### src/rtl/gpio_agent_pkg.sv
// rtl/gpio_agent_pkg.sv - shared opcode, status and FSM state types for gpio_test_agent
// Contents:
//   gpio_op_e     command opcodes (RELEASE, DRIVE, PULSE, WAIT)
//   gpio_status_e response status codes (OK, TIMEOUT, BADCH)
//   gpio_state_e  agent FSM states
package gpio_agent_pkg;

  typedef enum logic [1:0] {
    GPIO_RELEASE = 2'd0,
    GPIO_DRIVE   = 2'd1,
    GPIO_PULSE   = 2'd2,
    GPIO_WAIT    = 2'd3
  } gpio_op_e;

  typedef enum logic [1:0] {
    GPIO_OK      = 2'd0,
    GPIO_TIMEOUT = 2'd1,
    GPIO_BADCH   = 2'd2
  } gpio_status_e;

  typedef enum logic [1:0] {
    ST_IDLE  = 2'd0,
    ST_PULSE = 2'd1,
    ST_WAIT  = 2'd2,
    ST_RESP  = 2'd3
  } gpio_state_e;

endpackage

### src/rtl/gpio_sync_edge.sv
// rtl/gpio_sync_edge.sv - pad input synchroniser with sticky rise/fall event flags
// Ports:
//   clk, rst_n    clock, asynchronous active-low reset
//   pad_i         raw pad levels (N bits)
//   evt_clr_i     per-channel clear of rise_o/fall_o
//   level_o       pad levels after STAGES flops
//   rise_o/fall_o sticky edge flags, set one cycle after level_o changes
module gpio_sync_edge #(
  parameter int N      = 11,
  parameter int STAGES = 2
) (
  input  logic         clk,
  input  logic         rst_n,
  input  logic [N-1:0] pad_i,
  input  logic [N-1:0] evt_clr_i,
  output logic [N-1:0] level_o,
  output logic [N-1:0] rise_o,
  output logic [N-1:0] fall_o
);

  logic [N-1:0] sync_q [STAGES];
  logic [N-1:0] prev_q;

  assign level_o = sync_q[STAGES-1];

  always_ff @(posedge clk or negedge rst_n) begin
    if (!rst_n) begin
      for (int i = 0; i < STAGES; i++) sync_q[i] <= '0;
      prev_q <= '0;
      rise_o <= '0;
      fall_o <= '0;
    end else begin
      sync_q[0] <= pad_i;
      for (int i = 1; i < STAGES; i++) sync_q[i] <= sync_q[i-1];
      prev_q <= level_o;
      // A new edge overrides a simultaneous clear so no event is lost.
      rise_o <= (rise_o & ~evt_clr_i) | (level_o & ~prev_q);
      fall_o <= (fall_o & ~evt_clr_i) | (~level_o & prev_q);
    end
  end

endmodule

### src/rtl/gpio_test_agent.sv
// rtl/gpio_test_agent.sv - N-channel GPIO driver/monitor with command/response handshake
// Ports:
//   clk, rst_n                       clock, asynchronous active-low reset
//   cmd_valid_i/cmd_ready_o          command handshake; ready only when idle
//   cmd_op_i, cmd_ch_i, cmd_val_i    opcode, channel, drive value / awaited level
//   cmd_len_i, cmd_timeout_i         pulse length, wait timeout (0 = forever)
//   rsp_valid_o/rsp_ready_i          response handshake, rsp_status_o status code
//   pad_i, pad_o, pad_oe_o           chip pad input, output value, output enable
//   level_o, rise_o, fall_o          synchronised levels and sticky edge flags
//   evt_clr_i                        per-channel clear for rise_o/fall_o
module gpio_test_agent
  import gpio_agent_pkg::*;
#(
  parameter int N_GPIO      = 11,
  parameter int CH_W        = (N_GPIO > 1) ? $clog2(N_GPIO) : 1,
  parameter int PULSE_W     = 16,
  parameter int TIMEOUT_W   = 24,
  parameter int SYNC_STAGES = 2
) (
  input  logic                 clk,
  input  logic                 rst_n,
  input  logic                 cmd_valid_i,
  output logic                 cmd_ready_o,
  input  logic [1:0]           cmd_op_i,
  input  logic [CH_W-1:0]      cmd_ch_i,
  input  logic                 cmd_val_i,
  input  logic [PULSE_W-1:0]   cmd_len_i,
  input  logic [TIMEOUT_W-1:0] cmd_timeout_i,
  output logic                 rsp_valid_o,
  input  logic                 rsp_ready_i,
  output logic [1:0]           rsp_status_o,
  input  logic [N_GPIO-1:0]    pad_i,
  output logic [N_GPIO-1:0]    pad_o,
  output logic [N_GPIO-1:0]    pad_oe_o,
  output logic [N_GPIO-1:0]    level_o,
  output logic [N_GPIO-1:0]    rise_o,
  output logic [N_GPIO-1:0]    fall_o,
  input  logic [N_GPIO-1:0]    evt_clr_i
);

  localparam logic [31:0] N_LIMIT = N_GPIO;

  gpio_state_e          state_q;
  gpio_status_e         status_q;
  logic [CH_W-1:0]      ch_q;
  logic                 val_q;
  logic [PULSE_W-1:0]   pulse_cnt_q;
  logic [TIMEOUT_W-1:0] tmo_q;
  logic [TIMEOUT_W-1:0] tcnt_q;

  logic                 ch_bad;
  logic                 wait_match;
  logic [TIMEOUT_W-1:0] tcnt_inc;
  logic [PULSE_W-1:0]   pulse_len;

  gpio_sync_edge #(
    .N      (N_GPIO),
    .STAGES (SYNC_STAGES)
  ) u_sync_edge (
    .clk       (clk),
    .rst_n     (rst_n),
    .pad_i     (pad_i),
    .evt_clr_i (evt_clr_i),
    .level_o   (level_o),
    .rise_o    (rise_o),
    .fall_o    (fall_o)
  );

  assign ch_bad     = {{(32-CH_W){1'b0}}, cmd_ch_i} >= N_LIMIT;
  assign wait_match = (level_o[ch_q] == val_q);
  assign tcnt_inc   = (&tcnt_q) ? tcnt_q : tcnt_q + TIMEOUT_W'(1);
  // A zero length still produces a one-cycle pulse.
  assign pulse_len  = (cmd_len_i == '0) ? PULSE_W'(1) : cmd_len_i;

  assign cmd_ready_o  = (state_q == ST_IDLE);
  assign rsp_valid_o  = (state_q == ST_RESP);
  assign rsp_status_o = status_q;

  always_ff @(posedge clk or negedge rst_n) begin
    if (!rst_n) begin
      state_q     <= ST_IDLE;
      status_q    <= GPIO_OK;
      ch_q        <= '0;
      val_q       <= 1'b0;
      pulse_cnt_q <= '0;
      tmo_q       <= '0;
      tcnt_q      <= '0;
      pad_o       <= '0;
      pad_oe_o    <= '0;
    end else begin
      case (state_q)
        ST_IDLE: begin
          if (cmd_valid_i) begin
            ch_q     <= cmd_ch_i;
            val_q    <= cmd_val_i;
            status_q <= GPIO_OK;
            if (ch_bad) begin
              status_q <= GPIO_BADCH;
              state_q  <= ST_RESP;
            end else begin
              case (gpio_op_e'(cmd_op_i))
                GPIO_RELEASE: begin
                  pad_oe_o[cmd_ch_i] <= 1'b0;
                  state_q            <= ST_RESP;
                end
                GPIO_DRIVE: begin
                  pad_o[cmd_ch_i]    <= cmd_val_i;
                  pad_oe_o[cmd_ch_i] <= 1'b1;
                  state_q            <= ST_RESP;
                end
                GPIO_PULSE: begin
                  pad_o[cmd_ch_i]    <= cmd_val_i;
                  pad_oe_o[cmd_ch_i] <= 1'b1;
                  pulse_cnt_q        <= pulse_len;
                  state_q            <= ST_PULSE;
                end
                GPIO_WAIT: begin
                  tmo_q   <= cmd_timeout_i;
                  tcnt_q  <= '0;
                  state_q <= ST_WAIT;
                end
              endcase
            end
          end
        end
        ST_PULSE: begin
          // pulse_cnt_q counts the driven cycles still to go, including this one.
          if (pulse_cnt_q <= PULSE_W'(1)) begin
            pad_oe_o[ch_q] <= 1'b0;
            state_q        <= ST_RESP;
          end else begin
            pulse_cnt_q <= pulse_cnt_q - PULSE_W'(1);
          end
        end
        ST_WAIT: begin
          // Match is tested first so it beats a timeout landing in the same cycle.
          if (wait_match) begin
            state_q <= ST_RESP;
          end else if ((tmo_q != '0) && (tcnt_inc >= tmo_q)) begin
            status_q <= GPIO_TIMEOUT;
            state_q  <= ST_RESP;
          end else begin
            tcnt_q <= tcnt_inc;
          end
        end
        ST_RESP: begin
          if (rsp_ready_i) state_q <= ST_IDLE;
        end
      endcase
    end
  end

endmodule

### config.mk
export PLATFORM = sky130hd
export DESIGN_NAME = gpio_test_agent
export DESIGN_NICKNAME = d
export VERILOG_FILES = /design/src/rtl/gpio_agent_pkg.sv /design/src/rtl/gpio_sync_edge.sv /design/src/rtl/gpio_test_agent.sv
export SDC_FILE = /design/constraint.sdc
export NUM_CORES = 1
export LEC_CHECK = 0
export CAP_MARGIN = 20
export CORE_ASPECT_RATIO = 0.8
export CORE_UTILIZATION = 45
export CTS_BUF_LIST = sky130_fd_sc_hd__clkbuf_4 sky130_fd_sc_hd__clkbuf_8
export DETAILED_ROUTE_END_ITERATION = 6
export GPL_TIMING_DRIVEN = 0
export PLACE_DENSITY = 0.79
export REMOVE_ABC_BUFFERS = 1
export SYNTH_ARGS = -nofsm -noshare
export SYNTH_HDL_FRONTEND = slang
export SYNTH_HIERARCHICAL = 1
export SYNTH_SLANG_ARGS = --single-unit
### constraint.sdc
create_clock -name clk -period 5.3 [get_ports clk]
set_clock_uncertainty 0.2 [all_clocks]
set_input_delay 1.06 -clock clk [delete_from_list [all_inputs] [get_ports clk]]
set_output_delay 1.06 -clock clk [all_outputs]
set_load 0.05 [all_outputs]
==> summary.txt, run 1 <==
Die
  – Cell Rows: 43
  – Die height: 122 um
  – I/O pins: 132
  – Initial Util: 46.2%
  – Die Footprint: 18400 um^2
  – Core area: 17400 um^2
  – Die Wd: 152 um

Worst setup path
  – Most frequent CP cell: nand4_1
  – Worst path arrival time: 5110 ps
  – Crit Path Category: reg -> reg
  – RR Endpoint: rsp_status_o[1]$_DFFE_PN0P_
  – CP top delay family: simple AND/OR/NAND/NOR gates
  – Slowest cell delay on critical path: 740 ps
  – Critical path capture point type: flop
  – Flop2flop setup slack: 340 ps
  – Slowest CP cell: or4_1
  – CP startpoint kind: flop
  – Critical path, cell by cell: nand4_1, or4_4, or4_1, nand3_1, nor3_1, or2_1, ha_1, nand4_1, nor4_1, nor3b_1, o31ai_4, buf_16, or3b_2, a22o_1
  – Worst-path fanout max: 24
  – Reg-to-Reg Start: tcnt_q[10]$_DFFE_PN0P_
  – Number of buffer and inverter stages on the critical path: 1
  – Crit path required time: 5450 ps
  – R2r worst-path depth: 14

STA
  – Final min period: 4960 ps
  – Final Cycle Share: 93.7%
  – Slew headroom: 41.2%
  – Final setup margin: 335 ps
  – Max frequency: 201 MHz
  – Final Hold Fails: 0
  – Final Setup Violations: 0
  – RSZ-0062 raised after global routing: false
  – Fin. max-slew vios: 0
  – Slew @ Worst Pin: 882 ps

Synth
  – Syn Area/Cell: 10.1 um^2
  – FFs w/ async S/R, synth: 100%
  – Primary FF master, synth: dfrtp_1
  – Synth area leader: dfrtp_1
  – Syn Inst Count: 796
  – Seq/Total Area, Yosys: 46.6%
  – Synth unique cells: 66
  – Largest cells by area after synthesis: dfrtp_1, mux2_2, ha_1
  – Post-synth EDFFs: 0
  – Commonest cells post-synth: dfrtp_1, inv_1, nand2_1, mux2_2, o21ai_0
  – Count leader, synth: dfrtp_1
  – Share of the synthesized area in the top cell type: 46.6%
  – Synth Warn #: 6
  – Synth Register Bits: 150
  – Post-Synthesis Cell Area: 8050 um^2

Routing
  – DRT iter0 DRCs: 558
  – Vias/cell: 5.77
  – Wl on met1: 9.64 mm
  – DRC viols: 0
  – Vias: 6602
  – WL met2: 8.86 mm
  – Final WL: 20.3 mm
  – Top sig layer: met4
  – Post-route ant nets: 0
  – Initial DRT Pass Iterations: 5
  – Wire length per cell: 17.7 um
  – Met3 wire length: 1.46 mm

Place
  – PortBufs: 131
  – DP HPWL: 14.5 mm
  – RePlAce Congestion: 0.904
  – Area after DPL: 9490 um^2
  – Pre-CTS setup slack: -78.9 ps

Global routing
  – Initial antenna violation count: 0
  – Gr ovfl total: 0
  – Total track usage: 23.3%
  – Global-route wire length before repair: 33.0 mm
  – Vias in the first global route: 6257
  – Largest net degree at the start of global routing: 86

Worst hold path
  – Hold Path End: u_sync_edge/level_o[1]$_DFF_PN0_
  – Worst Hold Launch: u_sync_edge/sync_q[12]$_DFF_PN0_
  – Tightest Hold Check Type: reg -> reg
  – Min-Delay Path Depth: 0

Power
  – Static leakage: 4.17 nW
  – Max IR drop VDD: 0.000246 V
  – PwrDens: 505 nW/um^2

Clock tree
  – Setup bufs post-CTS: 0
  – Clk buf depth: 2
  – CTS buffer count: 17
  – Clk root buf: clkbuf_8
  – Clock transition at the registers of the reported paths: 100 ps
  – Clk_lat worst skew: 450 ps
  – # H-tree levels: 4
  – TritonCTS Sinks: 150
  – CTS tree: done

Job
  – Max-cap viol count: 0

Finish
  – Fillers: 1501
  – Biggest regs: tcnt_q: 24 flops, tmo_q: 24 flops, pulse_cnt_q: 16 flops
  – Area growth from synthesis to final layout: 23.3%
  – Final Util: 56.9%
  – Share of cells above drive strength 1: 12.3%
  – Final instance area: 9920 um^2
  – Nets: 1013
  – Inserted Diodes: 0

Outcome
  – Run status: finished, final reports clean
==> worst register-to-register path, cell delays in order (launching register included) <==
cell	delay [ps]
dfrtp_1	480
nand4_1	190
or4_4	510
or4_1	740
nand3_1	210
nor3_1	80
or2_1	220
ha_1	290
nand4_1	140
nor4_1	400
nor3b_1	380
o31ai_4	170
buf_16	200
or3b_2	470
a22o_1	190
==> routing by layer <==
metal / up-vias / global-route usage (%)
met5: - / 0
met4: 0 / 7.05
met3: 24 / 6.52
met2: 217 / 33.4
met1: 3249 / 34.2
li1: 3112 / -
==> cell families after synthesis <==
| family | count (synthesis) | share of synthesized area, % |
|---|---|---|
| mux | 47 | 6.81 |
| xor+xnor | 15 | 1.73 |
| simple gates | 257 | 17.9 |
| flops | 150 | 46.6 |
| buf+inv | 126 | 6.83 |
| compound gates | 167 | 14.8 |
| fa+ha+maj | 34 | 5.29 |
==> per-stage QoR <==
stage                     hold WS (ps)  cells  power, mW  setup TNS [ps]
after floorplan                    131    751       3.29               0
after global placement             132   1107       3.92         -496340
after detailed placement           135   1111       4.06            -229
after CTS                          157   1143       5.00               0
after global routing               164   1144       5.35               0
final                              155   1144       5.01               0
==> timing repair <==
action / in CTS / in global routing
gates resized for setup: 1 / 1
endpoints found under the setup margin: 8 / 20
hold buffers: 0 / 0
==> placed cells by master, fill, tap and decap left out, drive strengths merged, types with 32 or more instances in the layout <==
master	instances
a21oi	34
dfrtp	150
ha	34
mux2	42
nand2	57
clkdlybuf4s50	130
o21ai	42
nand3	32
nor2	32
inv	89
==> power breakdown <==
| part | total [mW] | internal [mW] | switching, mW |
|---|---|---|---|
| sequential | 1.83 | 1.47 | 0.361 |
| clock | 0.915 | 0.401 | 0.514 |
| combinational | 2.26 | 0.922 | 1.34 |
| total | 5.01 | 2.79 | 2.22 |
==> cell type report <==
| cell class | count | area (um^2) | area share, % |
|---|---|---|---|
| Sequential cell | 150 | 3750 | 37.8 |
| Timing Repair Buffer | 136 | 1400 | 14.1 |
| Inverter | 81 | 304 | 3.06 |
| Multi-Input combinational cell | 520 | 3770 | 38.0 |
| Clock inverter | 15 | 181 | 1.83 |
| Tap cell | 225 | 282 | 2.84 |
| Clock buffer | 17 | 234 | 2.36 |
==> worst max path at each step <==
stage                                      start                         endpoint  cells past startpoint
after global routing      tcnt_q[18]$_DFFE_PN0P_      rsp_status_o[0]$_DFFE_PN0P_                     14
after detailed placement  tcnt_q[10]$_DFFE_PN0P_           tcnt_q[11]$_DFFE_PN0P_                     14
after global placement                     rst_n  u_sync_edge/fall_o[2]$_DFF_PN0_                      1
final                     tcnt_q[10]$_DFFE_PN0P_      rsp_status_o[1]$_DFFE_PN0P_                     14
after floorplan            tcnt_q[8]$_DFFE_PN0P_           tcnt_q[11]$_DFFE_PN0P_                     13
after CTS                 tcnt_q[10]$_DFFE_PN0P_           tcnt_q[11]$_DFFE_PN0P_                     14
Power figures use the tool's default switching activity.
==> inputs of run 2 (changes only) <==
Settings changed: CELL_PAD_IN_SITES_DETAIL_PLACEMENT set to 1, CELL_PAD_IN_SITES_GLOBAL_PLACEMENT set to 1, CORE_UTILIZATION 45 to 43, PLACE_DENSITY 0.79 to 0.92.
Clock period 5.3 ns to 4.7 ns, I/O delays scaled along.
==> run 2 against run 1 <==
Net effect: the run now ends with design-rule violations, negative setup slack left; cell area increased by 6.0%; sequential cell count unchanged; routed wire length increased by 110%; global-route usage increased by 15 points.
==> summary.txt, run 2 (synthesized netlist as in run 1, its figures left out) <==
Worst setup path
  – Critical path capture point type: flop
  – RR Endpoint: tcnt_q[17]$_DFFE_PN0P_
  – CP startpoint kind: flop
  – Worst path arrival time: 5700 ps
  – Crit Path Category: reg -> reg
  – CP Capture Point: tcnt_q[17]$_DFFE_PN0P_
  – Worst-path fanout max: 8
  – Flop2flop setup slack: -880 ps
  – R2r worst-path depth: 15
  – Reg-to-Reg Start: tcnt_q[3]$_DFFE_PN0P_
  – Crit. Startpoint: tcnt_q[3]$_DFFE_PN0P_
  – Crit path required time: 4820 ps

Clock tree
  – Clk root buf: clkbuf_8
  – TritonCTS Sinks: 150
  – Clk_lat worst skew: 520 ps
  – CTS buffer count: 17
  – # H-tree levels: 4
  – CTS tree: done
  – Clock transition at the registers of the reported paths: 100 ps
  – Clk buf depth: 2

Finish
  – Most frequent cells in the layout: dfrtp_1, clkdlybuf4s50_1, inv_1
  – Share of cells above drive strength 1: 20.5%
  – Area growth from synthesis to final layout: 30.7%
  – Commonest non-fill, non-tap cell in the layout: dfrtp_1
  – Nets: 1046
  – Inserted Diodes: 0
  – Final Non-Filler Cells: 1205
  – Final instance area: 10500 um^2
  – Final Util: 57.7%
  – Biggest regs: tcnt_q: 24 flops, tmo_q: 24 flops, pulse_cnt_q: 16 flops

Routing
  – DRC viols: 1
  – Post-route ant nets: 0
  – Wire length per cell: 35.0 um
  – Initial DRT Pass Iterations: 7
  – Vias/cell: 7.19
  – Vias: 8668
  – Final WL: 42.1 mm
  – DRT iter0 DRCs: 1291

STA
  – Slew @ Worst Pin: 984 ps
  – Final Hold Fails: 0
  – Fin. max-slew vios: 0
  – Final min period: 5580 ps
  – Slew headroom: 34.4%
  – Final Setup Violations: 28
  – Final Cycle Share: 119%
  – Final setup margin: -883 ps
  – Min Hold Slack: 163 ps
  – Max frequency: 179 MHz

Power
  – PwrDens: 671 nW/um^2
  – Static leakage: 4.41 nW
  – Max IR drop VDD: 0.000495 V

Place
  – PortBufs: 131
  – Area after DPL: 9520 um^2
  – DP HPWL: 19.6 mm
  – Pre-CTS setup slack: -959 ps
  – RePlAce Congestion: 0.898
  – Cell Count Post-Placement: 1139

Global routing
  – Largest net degree at the start of global routing: 78
  – Gr ovfl total: 0
  – Initial antenna violation count: 1
  – Total track usage: 38.3%
  – Vias in the first global route: 8532
  – Global-route wire length before repair: 54.5 mm

Die
  – Core area: 18200 um^2
  – Die Footprint: 19300 um^2
  – Die Wd: 155 um
  – I/O pins: 132
  – Die height: 124 um
  – Cell Rows: 44
  – Initial Util: 44.2%

Outcome
  – Failing checks: design-rule violations, negative setup slack
  – Run status: complete, but fails checks

Worst hold path
  – Tightest Hold Check Type: reg -> reg

Job
  – Max-cap viol count: 0
## run 2: what timing repair did
item                       CTS  global route
pin swaps                    7            17
setup endpoints to repair   28            28
buffers inserted            11            18
cloned                       1             3
gates resized for setup     16            55
hold buffers                 0             0
## run 2: cell type report
class,count,area [um^2]
Sequential cell,150,3760
Multi-Input combinational cell,523,4090
Timing Repair Buffer,166,1620
Tap cell,253,317
Clock buffer,18,241
Fill cell,1918,7700
Clock inverter,14,183
Inverter,81,304
## run 2: critical path, stage by stage (launching register included)
cell and delay [ps]:
dfrtp_1 620, inv_1 270, nor2_2 370, nand3_1 230
or3b_4 450, nor2_4 170, xnor2_2 180, ha_1 330
a21oi_1 350, nand2_1 290, a221o_1 470, o31ai_4 560
buf_6 220, buf_4 140, o211ai_1 100, o21ai_1 430
## run 2: worst min-delay path by stage
stage	start	to	slack, ps	cells after the start
2_1_floorplan	u_sync_edge/sync_q[11]$_DFF_PN0_	u_sync_edge/level_o[0]$_DFF_PN0_	130	0
3_3_place_gp	u_sync_edge/sync_q[20]$_DFF_PN0_	u_sync_edge/level_o[9]$_DFF_PN0_	130	0
3_5_place_dp	u_sync_edge/sync_q[16]$_DFF_PN0_	u_sync_edge/level_o[5]$_DFF_PN0_	140	0
4_1_cts	u_sync_edge/sync_q[16]$_DFF_PN0_	u_sync_edge/level_o[5]$_DFF_PN0_	160	0
5_1_grt	u_sync_edge/sync_q[16]$_DFF_PN0_	u_sync_edge/level_o[5]$_DFF_PN0_	160	0
6_report	u_sync_edge/sync_q[16]$_DFF_PN0_	u_sync_edge/level_o[5]$_DFF_PN0_	160	0
## run 2: power by group
group,internal [mW],switching (mW)
sequential,1.66,0.552
combinational,1.28,2.38
clock,0.507,0.682
total,3.44,3.62
## run 2: metrics by stage
| step | setup TNS [ps] | power (mW) |
|---|---|---|
| global route | -13890 | 7.15 |
| CTS | 0 | 6.18 |
| floorplan | -6300 | 3.71 |
| global placement | -590610 | 4.45 |
| detailed placement | -19870 | 4.76 |
| finish | -15390 | 7.06 |
## run 2: metal layers
metal	GRT usage [%]	up-vias	routed length, um	share of wire, %
li1	-	3163	-	-
met1	45.1	4191	14000	33
met2	60.3	961	18200	43
met3	13.2	351	6110	14
met4	23.4	2	3750	8.9
met5	0	-	42	0.10
